File: config.mk
export PLATFORM = sky130hd
export DESIGN_NAME = alu_issue
export DESIGN_NICKNAME = d
export VERILOG_FILES = /design/src/rtl/alu_issue_pkg.sv /design/src/rtl/alu_issue_fifo_sync.sv /design/src/rtl/alu_issue.sv
export SDC_FILE = /design/constraint.sdc
export NUM_CORES = 1
export LEC_CHECK = 0
export BUFFER_PORTS_ARGS = -buffer_cell sky130_fd_sc_hd__buf_2
export CORE_UTILIZATION = 25
export DETAILED_ROUTE_END_ITERATION = 7
export PLACE_DENSITY_LB_ADDON = 0.05
export SYNTH_ARGS = -nofsm -noshare
export SYNTH_HDL_FRONTEND = slang
export SYNTH_SLANG_ARGS = --single-unit
File: constraint.sdc
create_clock -name clk -period 3.1 [get_ports clk]
set_input_delay 0.62 -clock clk [delete_from_list [all_inputs] [get_ports clk]]
set_output_delay 0.62 -clock clk [all_outputs]
set_load 0.02 [all_outputs]
File: src/rtl/alu_issue_pkg.sv
// -----------------------------------------------------------------------------
// alu_issue_pkg
//   Shared definitions for the ALU issue front end:
//     - ALU opcode encodings. The issue block passes these through and never
//       decodes them. They live here so the issue logic, the ALU and any
//       bench all use the same values.
//     - alu_cmd_t: the opcode and operand bundle stored in each FIFO entry.
//     - A saturating increment helper for the 16-bit stall counter.
// -----------------------------------------------------------------------------
package alu_issue_pkg;

  // Opcode encodings (5 bits).
  localparam logic [4:0] OP_ADD   = 5'b00000;
  localparam logic [4:0] OP_SUB   = 5'b01000;
  localparam logic [4:0] OP_SLL   = 5'b00001;
  localparam logic [4:0] OP_SLT   = 5'b00010;
  localparam logic [4:0] OP_SLTU  = 5'b00011;
  localparam logic [4:0] OP_XOR   = 5'b00100;
  localparam logic [4:0] OP_SEQ   = 5'b01100;
  localparam logic [4:0] OP_SRL   = 5'b00101;
  localparam logic [4:0] OP_SRA   = 5'b01101;
  localparam logic [4:0] OP_OR    = 5'b00110;
  localparam logic [4:0] OP_AND   = 5'b00111;
  localparam logic [4:0] OP_PFIND = 5'b10000;
  localparam logic [4:0] OP_PCLR  = 5'b10001;

  localparam int OP_W   = 5;
  localparam int DATA_W = 32;

  // Opcode and operands as presented to the ALU.
  typedef struct packed {
    logic [OP_W-1:0]   op;
    logic [DATA_W-1:0] op1;
    logic [DATA_W-1:0] op2;
  } alu_cmd_t;

  localparam int CMD_W = $bits(alu_cmd_t);

  localparam logic [15:0] STALL_MAX = 16'hFFFF;

  // Increment that sticks at all-ones instead of wrapping to zero.
  function automatic logic [15:0] sat_inc16(input logic [15:0] v);
    return (v == STALL_MAX) ? v : v + 16'd1;
  endfunction

endpackage

File: src/rtl/alu_issue_fifo_sync.sv
// -----------------------------------------------------------------------------
// fifo_sync
//   Generic single-clock FIFO. head_o always shows the oldest entry
//   (first-word fall-through). A push while full and a pop while empty are
//   both ignored. clr_i empties the FIFO on the next edge, in the same way
//   as rst.
//
// Ports
//   clk     in  : clock, rising edge
//   rst     in  : synchronous active-high reset
//   clr_i   in  : synchronous clear (flush)
//   push_i  in  : write din_i at the tail
//   din_i   in  : write data [WIDTH-1:0]
//   pop_i   in  : discard the head entry
//   head_o  out : oldest entry [WIDTH-1:0]. Undefined while empty_o is high.
//   full_o  out : DEPTH entries are stored
//   empty_o out : no entries are stored
// -----------------------------------------------------------------------------
module fifo_sync #(
  parameter int WIDTH = 8,
  parameter int DEPTH = 4   // power of two, >= 2
) (
  input  logic             clk,
  input  logic             rst,
  input  logic             clr_i,
  input  logic             push_i,
  input  logic [WIDTH-1:0] din_i,
  input  logic             pop_i,
  output logic [WIDTH-1:0] head_o,
  output logic             full_o,
  output logic             empty_o
);

  localparam int AW = $clog2(DEPTH);

  localparam logic [AW-1:0] PTR_ONE  = AW'(1);
  localparam logic [AW:0]   CNT_ONE  = (AW + 1)'(1);
  localparam logic [AW:0]   CNT_FULL = (AW + 1)'(DEPTH);

  logic [WIDTH-1:0] mem_q [DEPTH];
  logic [AW-1:0]    wr_ptr_q, wr_ptr_d;
  logic [AW-1:0]    rd_ptr_q, rd_ptr_d;
  logic [AW:0]      count_q,  count_d;
  logic             do_push, do_pop;

  assign full_o  = (count_q == CNT_FULL);
  assign empty_o = (count_q == '0);
  assign head_o  = mem_q[rd_ptr_q];

  assign do_push = push_i & ~full_o;
  assign do_pop  = pop_i  & ~empty_o;

  // Pointers wrap naturally because DEPTH is a power of two.
  // NOTE: always_comb starts every output from a default. This way no path
  // can leave a signal unassigned and infer a latch.
  always_comb begin
    wr_ptr_d = wr_ptr_q;
    rd_ptr_d = rd_ptr_q;
    count_d  = count_q;
    if (do_push) wr_ptr_d = wr_ptr_q + PTR_ONE;
    if (do_pop)  rd_ptr_d = rd_ptr_q + PTR_ONE;
    case ({do_push, do_pop})
      2'b10:   count_d = count_q + CNT_ONE;
      2'b01:   count_d = count_q - CNT_ONE;
      default: count_d = count_q;   // idle, or push and pop together
    endcase
  end

  // NOTE: sequential state uses non-blocking assignments only. All registers
  // then sample their inputs from before the edge, regardless of block order.
  always_ff @(posedge clk) begin
    if (rst || clr_i) begin
      wr_ptr_q <= '0;
      rd_ptr_q <= '0;
      count_q  <= '0;
    end else begin
      wr_ptr_q <= wr_ptr_d;
      rd_ptr_q <= rd_ptr_d;
      count_q  <= count_d;
    end
  end

  // NOTE: the storage array has no reset. Validity is tracked only by the
  // pointers and the count, so resetting the data would add cost and gain
  // nothing.
  always_ff @(posedge clk) begin
    if (do_push) mem_q[wr_ptr_q] <= din_i;
  end

endmodule

File: src/rtl/alu_issue.sv
// -----------------------------------------------------------------------------
// alu_issue
//   Issue-side front end of the single-cycle integer ALU. Tagged requests from
//   the reservation station are queued in order in fifo_sync. The FIFO head
//   drives the ALU combinationally. When the result register is free, or is
//   being drained in the same cycle, the ALU result and the head tag are
//   captured, and the head is popped. The captured result is offered to the
//   CDB arbiter over a valid/ready handshake. flush drops every queued request
//   and the pending result.
//
// Ports
//   clk                    in  : clock, rising edge
//   rst                    in  : synchronous active-high reset
//   req_valid / req_ready  in/out : request handshake. req_ready = !full.
//   req_op, req_op1, req_op2, req_robid in : request payload
//   alu_op, alu_op1, alu_op2 out : FIFO head to the ALU. All zero when empty.
//   alu_result             in  : combinational ALU result for the head
//   res_valid / res_ready  out/in : result handshake to the CDB arbiter
//   res_value, res_robid   out : registered result and its ROB tag
//   flush                  in  : discard all in-flight work
//   stall_cnt              out : saturating count of res_valid & !res_ready
//                                cycles. Not cleared by flush.
// -----------------------------------------------------------------------------
module alu_issue
  import alu_issue_pkg::*;
#(
  parameter int DEPTH = 4,
  parameter int ROBW  = 6
) (
  input  logic            clk,
  input  logic            rst,
  // request side
  input  logic            req_valid,
  output logic            req_ready,
  input  logic [4:0]      req_op,
  input  logic [31:0]     req_op1,
  input  logic [31:0]     req_op2,
  input  logic [ROBW-1:0] req_robid,
  // ALU side
  output logic [4:0]      alu_op,
  output logic [31:0]     alu_op1,
  output logic [31:0]     alu_op2,
  input  logic [31:0]     alu_result,
  // result side
  output logic            res_valid,
  input  logic            res_ready,
  output logic [31:0]     res_value,
  output logic [ROBW-1:0] res_robid,
  // control / status
  input  logic            flush,
  output logic [15:0]     stall_cnt
);

  localparam int ENTRY_W = CMD_W + ROBW;

  alu_cmd_t            req_cmd;
  alu_cmd_t            head_cmd;
  logic [ROBW-1:0]     head_robid;
  logic [ENTRY_W-1:0]  fifo_din;
  logic [ENTRY_W-1:0]  fifo_head;
  logic                fifo_full, fifo_empty;
  logic                push, fire;

  logic                res_valid_q, res_valid_d;
  logic [31:0]         res_value_q, res_value_d;
  logic [ROBW-1:0]     res_robid_q, res_robid_d;
  logic [15:0]         stall_cnt_q, stall_cnt_d;

  // ---------------------------------------------------------------------------
  // Request FIFO
  // ---------------------------------------------------------------------------
  assign req_cmd  = '{op: req_op, op1: req_op1, op2: req_op2};
  assign fifo_din = {req_cmd, req_robid};

  // req_ready depends only on registered state. A pop in the same cycle does
  // not reopen a full FIFO; that would need a combinational path from res_ready.
  assign req_ready = ~fifo_full;

  // A request that arrives with flush belongs to the squashed stream.
  assign push = req_valid & req_ready & ~flush;

  // Issue when there is work and the result register is free or draining now.
  assign fire = ~fifo_empty & (~res_valid_q | res_ready) & ~flush;

  fifo_sync #(
    .WIDTH (ENTRY_W),
    .DEPTH (DEPTH)
  ) u_fifo (
    .clk     (clk),
    .rst     (rst),
    .clr_i   (flush),
    .push_i  (push),
    .din_i   (fifo_din),
    .pop_i   (fire),
    .head_o  (fifo_head),
    .full_o  (fifo_full),
    .empty_o (fifo_empty)
  );

  assign head_cmd   = fifo_head[ENTRY_W-1 -: CMD_W];
  assign head_robid = fifo_head[ROBW-1:0];

  // ---------------------------------------------------------------------------
  // ALU drive: zeros while empty. The ALU then computes ADD 0+0 instead of
  // switching on stale entry contents.
  // ---------------------------------------------------------------------------
  assign alu_op  = fifo_empty ? '0 : head_cmd.op;
  assign alu_op1 = fifo_empty ? '0 : head_cmd.op1;
  assign alu_op2 = fifo_empty ? '0 : head_cmd.op2;

  // ---------------------------------------------------------------------------
  // Result register and stall counter
  // ---------------------------------------------------------------------------
  always_comb begin
    res_valid_d = res_valid_q;
    res_value_d = res_value_q;
    res_robid_d = res_robid_q;
    if (flush) begin
      // A result taken by the arbiter in this cycle still counts as delivered.
      // Clearing valid only stops it from being offered again.
      res_valid_d = 1'b0;
    end else if (fire) begin
      // Covers both an empty register and a drain-and-reload in the same cycle.
      res_valid_d = 1'b1;
      res_value_d = alu_result;
      res_robid_d = head_robid;
    end else if (res_valid_q && res_ready) begin
      res_valid_d = 1'b0;
    end
  end

  always_comb begin
    stall_cnt_d = stall_cnt_q;
    if (res_valid_q && !res_ready) stall_cnt_d = sat_inc16(stall_cnt_q);
  end

  always_ff @(posedge clk) begin
    if (rst) begin
      res_valid_q <= 1'b0;
      res_value_q <= '0;
      res_robid_q <= '0;
      stall_cnt_q <= '0;
    end else begin
      res_valid_q <= res_valid_d;
      res_value_q <= res_value_d;
      res_robid_q <= res_robid_d;
      stall_cnt_q <= stall_cnt_d;
    end
  end

  assign res_valid = res_valid_q;
  assign res_value = res_value_q;
  assign res_robid = res_robid_q;
  assign stall_cnt = stall_cnt_q;

endmodule

==> metrics.txt, run 1 <==
unrepaired setup endpoints after global routing=no; GPL Wtd Cong=0.6757; Largest delay share family, worst path=multiplexers; Max stage delay on crit path=0.56 ns; core area=54,350 um^2; Die W=237.6 um; Layout area overhead=25.12%; WP buf/inv=2; maximum fanout along the worst path=43; Starting DRT DRC Count=249; final antenna-violating net count=0; HP Class=primary input to flop; total negative setup slack=0 ns; Slowest-stage cell, CP=mux4_2; CTS tree=yes; total CTS buffers=44; Area contributors post-synth=edfxtp_1 65%, mux4_2 12%, dfxtp_1 9.2%, nor2b_1 3.2%, nand2_1 2.3%; vias in the first global route=8,008; Yosys top cell area share=64.90%; cell area after layout=17,370 um^2; final std cells w/o fill=1,815; Max Freq=351.8 MHz; number of H-tree levels=2; Hold Buf Count CTS=0; Yosys top cell by area=edfxtp_1; hpwl dp=19,850 um; Yosys reg bits=364; drt pass-1 iters=4; syn_nets=902; Port Buffer Count=236; Reg area=10,300 um^2; status=complete, no violations; number of distinct library cells after synthesis=45; clock sinks=364; fillers=5,359; # rows=85; Setup CP Type=flop to output port; DIE AREA=56,470 um^2; worst slew pin tran=0.9159 ns; drt total wl=34,140 um; I/O pins=237; Syn Area/Cell=17.73 um^2; r2r worst-path depth=10; minimum clock period=2.843 ns; area of the mapped netlist=13,880 um^2; Syn Inst Count=783; CTS Root Cell=clkbuf_16; PwrDens=607.0 nW/um^2; Clock Skew=0.01178 ns; clock transition at the registers of the reported paths=0.06 ns; first-pass GRT wire length=51,090 um; multi-input logic area=3391 um^2; worst hold path depth=1; Syn. warnings=0; Tcrit/Tclk final=91.70%; vias per cell=4.257; number of gates resized after CTS=0; All-Layer GR Usage=12.13%; final hold vios=0; diode count=0; drc violations=0; share of layout cells above drive strength 1=37.08%; Placed Instances=1,737; CP Cell Sequence=buf_12 > mux4_2 > nor2b_1 > buf_2; Max clock buf depth=3; WP depth=4; worst path required time=2.48 ns; initial core utilization=25.54%; Async SR Flop Fraction=0%; GR Overflow Total=0; sequential-to-total area share from yosys stat=74.13%; final slew viol count=0; worst skew pair latency=0.56 ns; CP Launch Type=flop; worst vdd ir=319.6 uV; Leakage=5.953 nW; ys flop type=edfxtp_1; Max-Cap Viols=0; vias=7,727; Slew HR=38.48%; WL per Instance=18.81 um; Final setup violation count=0; Post-DP Area=16,100 um^2; Data arrival, critical path=2.22 ns; postcts setup bufs=0; Chip Height=237.6 um; Final nets=1,163; CP Capture Type=output port; pin count of the biggest net entering global routing=57; EDFF count, synth=300; initial antenna violation count=6
## synth_stat cells, types with 2 or more instances
cell	number
a21oi_1	55
a21oi_2	2
and2_1	4
and3_1	4
buf_1	5
buf_2	13
buf_4	3
clkbuf_1	18
dfxtp_1	64
edfxtp_1	300
ha_1	6
inv_1	7
mux4_2	75
nand2_1	84
nand3_1	4
nand4_2	3
nor2_1	9
nor2b_1	70
nor3_1	3
o21ai_0	4
o21ai_1	4
o31ai_1	7
or2_2	2
or3_1	8
or4_1	6
xnor2_1	2
xor2_1	3
## power by group
group | switching, mW | internal [mW]
combinational | 0.312 | 0.213
sequential | 0.0225 | 5.38
clock | 1.93 | 2.69
## worst register-to-register path: stages, from the launching register on
cell	delay (ns)
dfxtp_1	0.38
or3b_2	0.49
nand2_1	0.14
nor2_1	0.11
inv_1	0.07
ha_1	0.16
inv_1	0.05
fa_1	0.37
xor2_1	0.16
or3_1	0.31
a21oi_1	0.15
## metrics by stage
step	total power, mW	setup WS [ns]	utilization (%)	hold WS (ns)
4_1_cts	10.78	0.1577	31.96	0.2391
3_3_place_gp	6.054	0.6112	29.63	0.4393
3_5_place_dp	6.049	0.6053	29.63	0.4434
5_1_grt	10.98	0.1168	31.96	0.2501
2_1_floorplan	5.786	0.6038	-	0.4666
6_report	10.54	0.2574	31.96	0.2805
## final timing paths
kind	startpoint	endpoint	slack, ns
max	flop	alu_op2[7]	0.26
min	req_op1[3]	u_fifo.mem_q[2][41]$_DFFE_PP_	0.28
max reg2reg	u_fifo.count_q[2]$_SDFFE_PP0P_	u_fifo.count_q[2]$_SDFFE_PP0P_	0.65
min reg2reg	res_value[15]$_SDFFE_PP0P_	res_value[15]$_SDFFE_PP0P_	0.45
## placed cells by master (no fill, tap or decap), drive strengths merged, types with 2 or more instances in the layout
cell type  Yosys  routed
clkbuf        18      67
nand4          5       5
nand3          4       4
a21oi         57      57
nor2           9       9
o31ai          7       7
ha             6       6
nand2         85      85
mux4          75      75
or4            6       6
edfxtp       300     300
dfxtp         64      64
or3            8       8
clkinv         0      11
inv            8       8
xor2           3       3
and3           4       4
buf           22     255
nor2b         70      70
or2            2       2
nor3           3       3
and2           4       4
xnor2          2       2
nor4           2       2
o21ai          8       8
## layout make-up
type / count / share of cell area (%)
Tap cell: 739 / 5.324
Clock buffer: 67 / 7.017
Clock inverter: 11 / 0.2593
Inverter: 8 / 0.1729
Timing Repair Buffer: 255 / 8.414
Multi-Input combinational cell: 371 / 19.52
Sequential cell: 364 / 59.29
## per-layer routing
layer	wire length [um]	vias to the layer above	part of all wire (%)	GRT usage, %
met2	16350	194	48	19.70
li1	-	3557	-	-
met5	76	-	0.22	0
met3	2368	56	6.9	4.390
met4	596	12	1.7	3.324
met1	14750	3908	43	15.17
## registers in the layout (all words and copies together), names as in the netlist, named ones only
register         count
res_robid            6
res_valid            1
res_value           32
stall_cnt           16
u_fifo.count_q       3
u_fifo.mem_q       300
u_fifo.rd_ptr_q      2
u_fifo.wr_ptr_q      2
## cells by family (layout without fill, tap and decap cells)
logic type	after synthesis	in the layout	share of synthesized area, %
fa+ha+maj	7	7	0.6850
simple gates	209	209	8.212
xor+xnor	5	5	0.3155
mux	75	75	12.17
compound gates	75	75	2.939
buf+inv	48	341	1.550
flops	364	364	74.13
Note: power is estimated with default switching activity, not from simulation.
==> run 2: changes to the inputs <==
Settings changed: CORE_UTILIZATION 25 to 59, REMOVE_ABC_BUFFERS set to 1.
Clock period 3.1 ns to 3.3 ns, I/O delays scaled along.
==> run 2 against run 1 <==
  * Global-route usage up 9.9 points
  * Clock skew grew 0.0013 ns
  * Critical path type unchanged
  * Highest routed layer unchanged
  * Power decreased by 10%
  * Die area fell by 57%
  * Clock power shrank 15%
  * Via count fell by 1.8%
==> metrics.txt, run 2 (synthesized netlist as in run 1, its figures left out) <==
status=complete, no violations; CP Cell Sequence=buf_4 > mux4_2 > nor2b_1 > buf_2; drt pass-1 iters=4; number of gates resized after CTS=0; Hold Buf Count CTS=0; number of H-tree levels=2; hold slack=0.3597 ns; unrepaired setup endpoints after global routing=no; final core occ=73.37%; Layout area overhead=20.77%; Final nets=1,160; All-Layer GR Usage=22.02%; WP buf/inv=2; drc violations=0; worst path required time=2.64 ns; worst skew pair latency=0.51 ns; Max Freq=347.2 MHz; total CTS buffers=37; clock transition at the registers of the reported paths=0.06 ns; Die W=155.4 um; hpwl dp=16,240 um; WL per Instance=18.93 um; drt total wl=26,200 um; Largest delay share family, worst path=flip-flops; initial antenna violation count=5; Setup CP Type=flop to output port; first-pass GRT wire length=40,250 um; clock sinks=364; CP Capture Type=output port; Max stage delay on crit path=0.54 ns; Largest Register=u_fifo.mem_q; commonest non-fill, non-tap cell in the layout=edfxtp_1; Max clock buf depth=3; Leakage=5.933 nW; Clock Skew=0.01312 ns; vias in the first global route=7,560; I/O pins=237; # rows=55; PwrDens=565.6 nW/um^2; CP Launch Type=flop; final antenna-violating net count=0; Max-Cap Viols=0; Largest register FFs=300; postcts setup bufs=0; Power, Total=9.481 mW; final hold vios=0; Final setup violation count=0; CTS tree=yes; DIE AREA=24,140 um^2; Slowest-stage cell, CP=dfxtp_4; most frequent cells in the layout=300 x edfxtp_1, 236 x buf_2, 84 x nand2_1; GPL Wtd Cong=0.7668; Tcrit/Tclk final=87.28%; worst slew pin tran=0.8204 ns; share of layout cells above drive strength 1=38.17%; CTS Root Cell=clkbuf_16; Starting DRT DRC Count=502; Chip Height=155.4 um; minimum clock period=2.880 ns; worst vdd ir=548.3 uV; vias per cell=5.485; Data arrival, critical path=2.22 ns; Slew HR=44.89%; GR Overflow Total=0; HP Class=primary input to flop; maximum fanout along the worst path=13; initial core utilization=60.76%; Port Buffer Count=236; final slew viol count=0; vias=7,591; pin count of the biggest net entering global routing=74; core area=22,850 um^2
==> run 2: changes by cell type in the layout (fill, tap and decap cells not counted) <==
cell / delta
clkbuf_16: -6
clkinv_1: -1
inv_6: +1
clkinvlp_2: +2
diode_2: +2
clkinv_2: +4
clkbuf_1: -15
clkbuf_8: +2
bufinv_16: +1
clkinvlp_4: +1
buf_4: +4
==> run 2: cell type report <==
type / count / area (um^2)
Fill cell: 1489 / 6083
Clock inverter: 19 / 117.6
Multi-Input combinational cell: 371 / 3391
Sequential cell: 364 / 10300
Inverter: 8 / 30.03
Clock buffer: 48 / 1040
Tap cell: 313 / 391.6
Timing Repair Buffer: 259 / 1491
Antenna cell: 2 / 5.005
==> run 2: stage by stage <==
step           area, um^2  setup slack [ns]  instances  setup TNS, ns
2_1_floorplan       13700            -3.154        743        -241.36
3_3_place_gp        15600            0.7831       1315              0
3_5_place_dp        15600            0.7512       1315              0
4_1_cts             16760            0.3523       1382              0
5_1_grt             16760            0.3017       1382              0
6_report            16760            0.4198       1384              0
==> run 2: power breakdown <==
part | switching (mW) | internal [mW]
clock network | 1.63 | 2.30
registers | 0.0249 | 5.05
logic | 0.272 | 0.203
==> run 2: final timing paths <==
path	startpoint	end	slack, ns	cells after the start
max	flop	alu_op[1]	0.42	4
min	req_op1[6]	u_fifo.mem_q[1][44]$_DFFE_PP_	0.36	1
max reg2reg	u_fifo.count_q[2]$_SDFFE_PP0P_	u_fifo.count_q[2]$_SDFFE_PP0P_	0.82	10
min reg2reg	res_value[17]$_SDFFE_PP0P_	res_value[17]$_SDFFE_PP0P_	0.45	2
==> run 2: metal layers <==
metal  global-route usage, %  share of wire [%]  vias up
met5                       0               0.17        -
met4                   5.649                1.4        6
met3                   6.323                7.6       39
met2                   36.64                 49      235
met1                   28.78                 41     3755
li1                        -                  -     3556
==> run 3: changes to the inputs <==
Settings changed: CELL_PAD_IN_SITES_DETAIL_PLACEMENT set to 0, CELL_PAD_IN_SITES_GLOBAL_PLACEMENT set to 1, CORE_UTILIZATION 59 to 53, CTS_BUF_LIST set to sky130_fd_sc_hd__clkbuf_8, PLACE_DENSITY_LB_ADDON 0.05 to 0.1.
==> run 3 against run 2 <==
  * Hold slack worse by 0.058 ns
  * Sequential share of layout area is 0.51 points higher
  * Critical endpoint is now alu_op1[27]
  * Non-clock buffer count decreased by 3
  * Count of clock-buffer cells in the layout is 17 higher
  * Core utilization shrank 7.9 points
  * Maximum frequency decreased by 4.4%
  * Largest power group unchanged
==> metrics.txt, run 3 (synthesized netlist as in run 1, its figures left out) <==
Leakage=5.985 nW; most frequent cells in the layout=300 x edfxtp_1, 236 x buf_2, 84 x nand2_1; Clock Skew=0.01376 ns; number of gates resized after CTS=0; CTS tree=yes; CP Capture Type=output port; R2R setup slack=0.82 ns; clock sinks=364; initial antenna violation count=5; final worst slack=0.2869 ns; PwrDens=538.9 nW/um^2; GPL Wtd Cong=0.7563; Tcrit/Tclk final=91.31%; Data arrival, critical path=2.35 ns; Max clock buf depth=3; All-Layer GR Usage=20.45%; clock transition at the registers of the reported paths=0.06 ns; final core occ=65.46%; routed wl met3=2240 um; worst path required time=2.64 ns; maximum fanout along the worst path=29; Layout area overhead=19.78%; # rows=58; final hold vios=0; final slew viol count=0; Max Freq=331.9 MHz; Setup CP Type=flop to output port; Slew HR=42.56%; CTS Root Cell=clkbuf_8; worst vdd ir=454.4 uV; number of H-tree levels=2; DIE AREA=26,840 um^2; cell area after layout=16,630 um^2; Largest Register=u_fifo.mem_q; total CTS buffers=58; first-pass GRT wire length=41,650 um; Final setup violation count=0; Post-DP Area=15,560 um^2; WL per Instance=18.72 um; unrepaired setup endpoints after global routing=no; Hold Buf Count CTS=0; worst slew pin tran=0.8552 ns; Power, Total=8.960 mW; Die W=163.8 um; HP Class=primary input to flop; final antenna-violating net count=0; CP Launch Type=flop; status=complete, no violations; GR Overflow Total=0; Starting DRT DRC Count=513; drc violations=0; Port Buffer Count=236; highest metal used=met5; final std cells w/o fill=1,438; hpwl dp=16,500 um; vias=7,646; share of layout cells above drive strength 1=38.19%; vias per cell=5.317; worst skew pair latency=0.57 ns; core area=25,400 um^2; drt pass-1 iters=4; postcts setup bufs=0; Final nets=1,178; vias in the first global route=7,870; Chip Height=163.8 um; minimum clock period=3.013 ns; commonest non-fill, non-tap cell in the layout=edfxtp_1; met1 wire length=10,810 um; pin count of the biggest net entering global routing=74; Placed Instances=1,329; Largest register FFs=300; I/O pins=237; routed length on met2=13,240 um; Max-Cap Viols=0; DP Worst Slack=0.7635 ns; initial core utilization=54.65%; drt total wl=26,920 um
## run 3: metrics by stage
step / TNS (ns) / hold slack [ns]
floorplan: -241.36 / 0.4666
global placement: 0 / 0.4383
detailed placement: 0 / 0.4430
global route: 0 / 0.2691
CTS: 0 / 0.2558
finish: 0 / 0.3017
## run 3: routing by layer
metal	vias to the layer above	track usage, %
li1	3592	-
met1	3762	25.17
met2	240	34.13
met3	48	6.641
met4	4	6.987
met5	-	0
## run 3: worst paths after layout
| check | endpoint | depth (start not counted) | startpoint |
|---|---|---|---|
| max | alu_op1[27] | 4 | flop |
| min | u_fifo.mem_q[0][18]$_DFFE_PP_ | 1 | req_op2[12] |
| max reg2reg | u_fifo.count_q[2]$_SDFFE_PP0P_ | 10 | u_fifo.count_q[2]$_SDFFE_PP0P_ |
| min reg2reg | res_value[16]$_SDFFE_PP0P_ | 2 | res_value[16]$_SDFFE_PP0P_ |
## run 3: worst max-delay path, stage by stage, from the launching register on
cell     delay [ns]
dfxtp_4        0.59
buf_12         0.31
mux4_2         0.53
nor2b_1        0.16
buf_2          0.18
## run 3: cell type report
cell class              count  area, um^2
flip-flops and latches    364       10300
fillers                  1865        8773
multi-input cells         371        3391
repair buffers            256        1431
clock buffers              65       894.6
well taps                 330       412.9
clock inverters            41       161.4
inverters                   8       30.03
diodes                      3       7.507
## run 3: power by group
group	switching (mW)	internal, mW
clock network	1.63	1.79
logic	0.270	0.197
registers	0.0257	5.05
